<file path="config.mk">
export PLATFORM = sky130hd
export DESIGN_NAME = greater_than_4bit_gate
export DESIGN_NICKNAME = d
export VERILOG_FILES = /design/src/rtl/greater_than_4bit_gate.sv
export SDC_FILE = /design/constraint.sdc
export NUM_CORES = 1
export LEC_CHECK = 0
export ABC_AREA = 1
export BUFFER_PORTS_ARGS = -buffer_cell sky130_fd_sc_hd__buf_4
export CORE_AREA = 3 3 40 42
export CTS_CLUSTER_DIAMETER = 30
export CTS_CLUSTER_SIZE = 8
export DETAILED_ROUTE_END_ITERATION = 8
export DIE_AREA = 0 0 43 45
export PLACE_DENSITY = 0.45
export SKIP_CTS_REPAIR_TIMING = 1
export SLEW_MARGIN = 0
export SYNTH_ARGS = -nofsm -noshare
export SYNTH_HDL_FRONTEND = slang
export SYNTH_SLANG_ARGS = --single-unit
</file>
<file path="constraint.sdc">
create_clock -name clk -period 3.6 [get_ports clk]
set_clock_uncertainty 0.1 [all_clocks]
set_input_delay 1.08 -clock clk [delete_from_list [all_inputs] [get_ports clk]]
set_output_delay 1.08 -clock clk [all_outputs]
set_load 0.01 [all_outputs]
</file>
<file path="src/rtl/greater_than_4bit_gate.sv">
// ---------------------------------------------------------------------------
// greater_than_4bit_gate
//
// Gate-level 4-bit unsigned magnitude comparator built from two 2-bit slice
// cells. The combinational gt/eq outputs have zero latency. Registered copies
// gt_q/eq_q follow them with one clock of latency.
//
// Ports
//   clk    in   1  system clock, rising edge
//   rst_n  in   1  asynchronous active-low reset (clears gt_q/eq_q only)
//   a      in   4  operand A, unsigned
//   b      in   4  operand B, unsigned
//   gt     out  1  combinational, 1 iff a > b
//   eq     out  1  combinational, 1 iff a == b
//   gt_q   out  1  gt registered on clk
//   eq_q   out  1  eq registered on clk
//
// a < b is signalled by gt = 0 and eq = 0; gt and eq are never both 1.
// ---------------------------------------------------------------------------
module greater_than_4bit_gate (
    input  logic       clk,
    input  logic       rst_n,
    input  logic [3:0] a,
    input  logic [3:0] b,
    output logic       gt,
    output logic       eq,
    output logic       gt_q,
    output logic       eq_q
);

    // Result of one 2-bit slice compare.
    typedef struct packed {
        logic gt;
        logic eq;
    } slice_t;

    // 2-bit slice cell as plain sum-of-products; no relational operators, so
    // the netlist maps one-to-one onto the gate-level description.
    function automatic slice_t cmp2(input logic [1:0] x, input logic [1:0] y);
        slice_t r;
        r.gt = (x[1] & ~y[1])
             | (x[0] & ~y[1] & ~y[0])
             | (x[1] &  x[0] & ~y[0]);
        r.eq = (x[1] ~^ y[1]) & (x[0] ~^ y[0]);
        return r;
    endfunction

    slice_t hi;
    slice_t lo;

    assign hi = cmp2(a[3:2], b[3:2]);
    assign lo = cmp2(a[1:0], b[1:0]);

    // The low slice only matters when the high slices tie.
    assign gt = hi.gt | (hi.eq & lo.gt);
    assign eq = hi.eq & lo.eq;

    // Pipeline copies. The reset is in the sensitivity list, so asserting
    // rst_n clears the flops at once without waiting for a clock edge.
    always_ff @(posedge clk or negedge rst_n) begin
        if (!rst_n) begin
            gt_q <= 1'b0;
            eq_q <= 1'b0;
        end else begin
            // NOTE: non-blocking assignments in clocked blocks, so every flop
            // samples the pre-edge value regardless of statement order.
            gt_q <= gt;
            eq_q <= eq;
        end
    end

endmodule

</file>
==> results of run 1 <==
-- logic make-up (layout without fill, tap and decap cells) --
logic type / Yosys count / in the layout / synth area share
buffers and inverters: 8 / 24 / 0.170
flip-flops: 2 / 2 / 0.284
AND/OR/NAND/NOR: 14 / 14 / 0.362
adder cells (fa/ha/maj): 2 / 2 / 0.142
AO/OA/AOI/OAI: 1 / 1 / 0.0426
-- placed cells by master (no fill, tap or decap) --
cell / count
sky130_fd_sc_hd__nand2_1: 6
sky130_fd_sc_hd__buf_4: 13
sky130_fd_sc_hd__nand2_2: 2
sky130_fd_sc_hd__o21a_1: 1
sky130_fd_sc_hd__dfrtp_1: 2
sky130_fd_sc_hd__nor2_1: 4
sky130_fd_sc_hd__ha_1: 2
sky130_fd_sc_hd__nand3b_1: 1
sky130_fd_sc_hd__inv_1: 8
sky130_fd_sc_hd__nor2_2: 1
sky130_fd_sc_hd__clkbuf_4: 3
-- layer usage --
layer	routed length [um]	vias to the layer above	GRT usage
met5	0	-	0
met3	44	0	0
met1	131	76	0.0384
met2	210	7	0.0719
met4	0	0	0.108
li1	-	109	-
-- layout make-up --
type | instances | area [um2] | share of cell area
repair buffers | 13 | 97.6 | 0.310
multi-input cells | 17 | 96.3 | 0.306
flip-flops and latches | 2 | 50.0 | 0.159
inverters | 8 | 30.0 | 0.0952
clock buffers | 3 | 22.5 | 0.0714
well taps | 15 | 18.8 | 0.0595
-- critical path, delay by kind of cell --
family | cells | cell delay (ps)
adder cells (fa/ha/maj) | 1 | 280
AND/OR/NAND/NOR | 3 | 270
buffers and inverters | 3 | 290
-- where the power goes --
group          total (uW)  leakage, uW  internal (uW)  switching, uW
combinational        27.9     0.000151           15.8           12.1
sequential           24.8    0.0000255           24.4          0.403
clock                48.7    0.0000138           36.7           12.0
total                 101     0.000190           76.9           24.5
-- worst paths after layout --
check | from | end | slack [ps]
max in group asynchronous | rst_n | eq_q | 2780
worst min-delay path | rst_n | gt_q | 530
worst max-delay path | a[3] | eq | 490
min in group clk | b[0] | eq_q | 1040
-- stage by stage --
stage	cells	util	instance area, um2
2_1_floorplan	27	-	176
3_3_place_gp	55	0.228	293
3_5_place_dp	55	0.228	293
4_1_cts	58	0.245	315
5_1_grt	58	0.245	315
6_report	58	0.245	315
-- state kept, by name (all words and copies together) (netlist names) --
signal / count
eq_q: 1
gt_q: 1
==> summary by stage, run 1 <==
Outcome
The flow ran to the end, and the final reports show no timing, DRC or antenna violations.

Flow run
The max-cap violation count is 0.

Die
The floorplan step set the die height to 45 um. In this run the horizontal extent of the chip is 43 um. The number of cell rows is 13.

The floorplan step defined a die boundary enclosing 1940 um2. The total area inside the core boundary comes to 1280 um2. The initial cell density of the core is 0.137.

14 I/O pins were placed.

Global routing
For this run, the total global-route usage over all layers was measured as 0.0482. The leftover overflow at the end of global routing is 0. The via count of the first global-routing pass is 181. The wire length of the first global-routing pass is 593 um. Entering global routing, the biggest net connects 3 pins.

The initial antenna violation count is 0.

Synth
The mean instance size in the synthesized netlist is 6.53 um2. The cell taking the most area after synthesis is sky130_fd_sc_hd__dfrtp_1. The net count after synthesis is 39. After synthesis the cells add up to 176 um2. The number of flops mapped to enable cells by yosys is 0. After synthesis, the share of flip-flops with an asynchronous set or reset is 1.00. Synthesis instantiated 9 different standard cells from the library. The main flop type after synthesis is sky130_fd_sc_hd__dfrtp_1. Counting instances in the post-synthesis netlist gives the leading cell types as 8 x sky130_fd_sc_hd__inv_1, 6 x sky130_fd_sc_hd__nand2_1, 4 x sky130_fd_sc_hd__nor2_1. The most used standard cell by instance count after synthesis is sky130_fd_sc_hd__inv_1. The total number of yosys warnings is 0. The number of flip-flops and latches in the synthesized netlist is 2. Of the synthesized area, sequential elements account for 0.284. Of the post-synthesis cell area, the dominant cell type holds 0.284. By area the synthesized netlist is led by sky130_fd_sc_hd__dfrtp_1 28%, sky130_fd_sc_hd__inv_1 17%, sky130_fd_sc_hd__ha_1 14%. The number of instances in the synthesized netlist is 27.

STA
The worst hold slack across all endpoints is 532 ps. Across all setup checks in the final design, the least slack found is 493 ps. Setup repair after global routing left no endpoint under its margin. The setup TNS after final layout is 0 ps. Timing would allow up to 322 MHz. The final hold violation count is 0. In the finished design, the share of the clock period the worst path needs comes to 0.863.

Measured against its own limit, the worst slew margin works out to 0.915. Setup violations remaining at the end of the flow were counted as 0. The smallest clock period supported by the final layout is computed as 3110 ps.

The number of slew-limit violations in the final report is 0. The transition at the pin with the smallest max-transition slack is 126 ps.

Power and ir drop
Summed over all cells, the static leakage comes to 0.000190 uW. IR analysis of the VDD net gives a maximum drop of 0.0645 mV. In this run the power density over the cells is 322 nW/um2.

After layout, the design draws a total of 101 uW.

Route
After detailed routing, the number of vias per cell comes to 3.31. The via count is 192. Dividing the detail-routed wire length by the instance count gives 6.66 um.

For this run, the detailed router's first-pass iteration total came to 1. In this run, the number of DRC markers left after iteration 0 of detailed routing was 0. The number of antenna-violating nets in the routed design is 0. The final routed DRC violation total is 0. The total detailed-routing wirelength is 386 um.

Clock tree
In this run the number of H-tree levels came out at 1. The TritonCTS clock tree is built. The tree built by TritonCTS fans out to 2 sinks. The number of buffers on the longest clock path is 2. Counting the buffers created by CTS gives 3. The root buffer cell chosen for the clock tree is sky130_fd_sc_hd__clkbuf_4.

Clock-pin slew was measured on the worst setup and hold paths at 30 ps.

Placement
Before CTS, the worst setup slack after placement is 469 ps. Routability-driven placement finished with a final weighted congestion of 0.645. Input and output buffers added on the ports amount to 13.

Layout
The layout cell share with drive strength beyond 1 is 0.442. The count of inserted antenna diode cells is 0. The net count of the finished layout is 57.

After filler insertion, the fill cell instance count of the layout stands at 151. The layout overhead on the synthesized area is 78.7%.

Critical path
STA classifies the critical path startpoint as an input port. On the worst path, the slowest cell contributes a delay of 280 ps. Traced cell by cell, the critical path runs through buf_4 > ha_1 > nand2_2 > nor2_2 > inv_1 > nor2_1 > buf_4. The category of the most critical setup path is input port to output port. The cell repeated most along the worst path is sky130_fd_sc_hd__buf_4.

The maximum fanout along the worst path is 2. For the worst setup path, the data required time is 2420 ps. Among all stages on the critical path, the largest delay is contributed by sky130_fd_sc_hd__ha_1. The worst setup path is captured at an output port. Data arrives at the worst endpoint at 1930 ps.

Hold path
The type of the tightest min-delay check is input port to async pin.
Note: power is estimated with default switching activity, not from simulation.
==> inputs of run 2 (changes only) <==
- ABC_AREA: 1 -> default
- PLACE_DENSITY: 0.45 -> 0.43
==> run 2 against run 1 <==
Compared with the run above:
- die area stayed put
- combinational power fell by 8.2%
- largest cell class unchanged
- maximum frequency is 2.0% higher
- sequential share of layout area rose by 0.86 points
- worst setup slack better by 61 ps
- critical endpoint is now gt
- largest power group unchanged
- count of clock-buffer cells in the layout stayed put
- synthesized area shrank 9.2%
- utilization down 1.3 points
- cell area shrank 5.2%
- total power decreased by 1.3%
- routed wire length up 21%
==> summary by stage, run 2 <==
Route
The detail-routed net length per standard cell is 9.55 um (+44%). The final routed DRC violation total is 0 (unchanged). The via count is 192 (unchanged). The total detailed-routing wirelength is 468 um (+21%). The number of DRC markers in iteration 0 came to 0 (unchanged). The vias per cell is 3.92 (+18%). The number of antenna-violating nets in the routed design is 0 (unchanged). The number of iterations in the first detailed-routing pass is 1 (unchanged).

Die
The area of the die is 1940 um2 (unchanged). The initial cell density of the core is 0.125 (-0.0127). The die boundary width is 43 um (unchanged).

The die extent in y is 45 um (unchanged). The floorplan core area is 1280 um2 (unchanged). The number of cell rows is 13 (unchanged). The total I/O pin count came to 14 (unchanged).

Layout
The top cell types in the final layout, fill and taps aside, are 13 x sky130_fd_sc_hd__buf_4, 4 x sky130_fd_sc_hd__inv_1, 3 x sky130_fd_sc_hd__clkbuf_4, 2 x sky130_fd_sc_hd__ha_1, 2 x sky130_fd_sc_hd__dfrtp_1. The layout cell share with drive strength beyond 1 was 0.471 (+0.0287). The count of inserted antenna diode cells is 0 (unchanged).

Compared with the post-synthesis result, the final layout area differs by 86.7%. The largest registers in the layout are eq_q x1, gt_q x1. The final net count is 48 (-16%). Leaving out fill and tap cells, the most frequent cell in the layout is sky130_fd_sc_hd__buf_4.

Global routing
The initial antenna violation count was 0 (unchanged). The largest net degree at the start of global routing is 4 (+1). The via count of the first global-routing pass came to 180 (-0.55%).

The wire length of the first global-routing pass is 745 um (+26%). The leftover overflow at the end of global routing is 0 (unchanged). The global-route usage over all layers is 0.0565 (+0.00831).

STA
The total setup violations reported at the end of the flow is 0 (unchanged). The worst hold slack across all endpoints is 531 ps (-1.34 ps). Setup repair after global routing left no endpoint under its margin. The setup TNS after final layout is 0 ps (unchanged). The maximum clock frequency is 328 MHz (+2.0%). The final cycle utilization of the critical path is 0.846 (-0.0170). The number of slew-limit violations in the final report is 0 (unchanged). The time the final worst path needs with I/O delays and setup is 3050 ps (-61.1 ps).

The final hold violation count is 0 (unchanged). The transition at the pin with the smallest max-transition slack came to 150 ps (+23.3 ps). The worst-case headroom to the max-slew limit is 0.900 (-0.0159).

Synth
The post-synthesis cell type count is 13 (+4). The mean instance size in the synthesized netlist came to 8.90 um2 (+36%). The number of flops mapped to enable cells by yosys is 0 (unchanged).

The most used standard cell by instance count after synthesis is sky130_fd_sc_hd__inv_1. The biggest area contributor in the post-synthesis netlist is sky130_fd_sc_hd__dfrtp_1. The total number of yosys warnings is 0 (unchanged). The number of flip-flops and latches in the synthesized netlist came to 2 (unchanged). The number of instances in the synthesized netlist is 18 (-33%).

The share of synthesized registers carrying an async set or reset is 1.00 (unchanged). The proportion of synthesized chip area in sequential cells is 0.313 (+0.0288). By area the synthesized netlist is led by sky130_fd_sc_hd__dfrtp_1 31%, sky130_fd_sc_hd__ha_1 16%, sky130_fd_sc_hd__inv_1 9.4%. The area share of the largest cell type after synthesis was 0.313 (+0.0288). The post-synthesis instance area came to 160 um2 (-9.2%). The net count after synthesis is 30 (-23%). Counting instances in the post-synthesis netlist gives the leading cell types as 4 x sky130_fd_sc_hd__inv_1, 2 x sky130_fd_sc_hd__dfrtp_1, 2 x sky130_fd_sc_hd__ha_1. The main flop type after synthesis is sky130_fd_sc_hd__dfrtp_1.

Clock tree
TritonCTS built the clock tree. The number of buffers on the longest clock path came to 2 (unchanged). The maximum level of the CTS H-tree is 1 (unchanged). The root buffer cell is sky130_fd_sc_hd__clkbuf_4. The number of sinks handled by clock tree synthesis is 2 (unchanged). The clock transition at the registers of the reported paths is 30 ps (about the same). The TritonCTS buffer count is 3 (unchanged).

Power and ir drop
The cell leakage power is 0.000167 uW (-12%). The worst IR drop on VDD is 0.0485 mV (-25%). The power per unit of standard cell area is 335 nW/um2 (+4.0%).

Critical path
The critical path endpoint category is an output port. The cell with the biggest individual delay on the critical path is sky130_fd_sc_hd__ha_1. The worst path arrival time is 1870 ps (-60 ps). The delay of the slowest cell on the worst path is 180 ps (-100 ps). Walking the worst path, the cells encountered are buf_4 > ha_1 > a31o_1 > o211ai_1 > nand2_1 > buf_4.

The category of the most critical setup path is input port to output port. The maximum fanout along the worst path is 2 (unchanged). Counting stages on the worst path, the most repeated cell is sky130_fd_sc_hd__buf_4. STA classifies the critical path startpoint as an input port.

The data required time of the worst path was 2420 ps (about the same).

Hold path
The type of the tightest min-delay check is input port to async pin.

Placement
The placer's final routability congestion estimate is 0.707 (+9.7%). The number of input and output port buffers inserted is 13 (unchanged).

Flow run
The max-cap violation count is 0 (unchanged).

Outcome
The run finished with clean final reports.
## run 2: cell count changes after synthesis, moves of 2 or more
cell                      change
sky130_fd_sc_hd__nand2_1      -5
sky130_fd_sc_hd__nor2_1       -3
sky130_fd_sc_hd__nand2_2      -2
sky130_fd_sc_hd__inv_1        -4
## run 2: layer usage
layer | part of all wire | track usage
met1 | 0.45 | 0.0552
met2 | 0.39 | 0.0778
met3 | 0.16 | 0.0398
met4 | 0 | 0.0542
met5 | 0 | 0
## run 2: kinds of logic (layout without fill, tap and decap cells)
logic type	count (synthesis)	after routing	share of synthesized area
buffers and inverters	4	20	0.0937
DFF	2	2	0.313
and+or+nand+nor	5	5	0.172
xor gates and xnor gates	1	1	0.0547
adders and majority gates	2	2	0.156
AOI/OAI and AO/OA	4	4	0.211
## run 2: power by group
group	switching [uW]	internal [uW]
sequential	0.419	24.3
combinational	10.5	15.1
clock	13.0	36.8
total	23.9	76.2
## run 2: layout make-up
class | count | area [um2]
clock buffers | 3 | 22.5
inverters | 4 | 15.0
flip-flops and latches | 2 | 50.0
repair buffers | 13 | 97.6
well taps | 15 | 18.8
multi-input cells | 12 | 95.1
fillers | 150 | 986
## run 2: worst max-delay path by stage
stage	startpoint	endpoint	slack, ps	cells after the start
after detailed placement	a[1]	gt	550	6
after global routing	b[1]	gt	470	7
after CTS	a[1]	gt	550	6
after floorplan	b[1]	gt	800	5
after global placement	a[1]	gt	550	6
final	a[1]	gt	550	6
## run 2: metrics by stage
step / util / std cells / power (uW) / instance area, um2 / setup slack (ps)
2_1_floorplan: - / 18 / 35.0 / 160 / 802
3_3_place_gp: 0.215 / 46 / 50.9 / 277 / 551
3_5_place_dp: 0.215 / 46 / 51.0 / 277 / 548
4_1_cts: 0.233 / 49 / 103 / 299 / 548
5_1_grt: 0.233 / 49 / 108 / 299 / 469
6_report: 0.233 / 49 / 100 / 299 / 554
## run 2: worst max-delay path: cells and delay by family
| family | cells | cell delay, ps |
|---|---|---|
| AO/OA/AOI/OAI | 2 | 250 |
| adder cells (fa/ha/maj) | 1 | 180 |
| buffers and inverters | 2 | 260 |
| AND/OR/NAND/NOR | 1 | 90 |
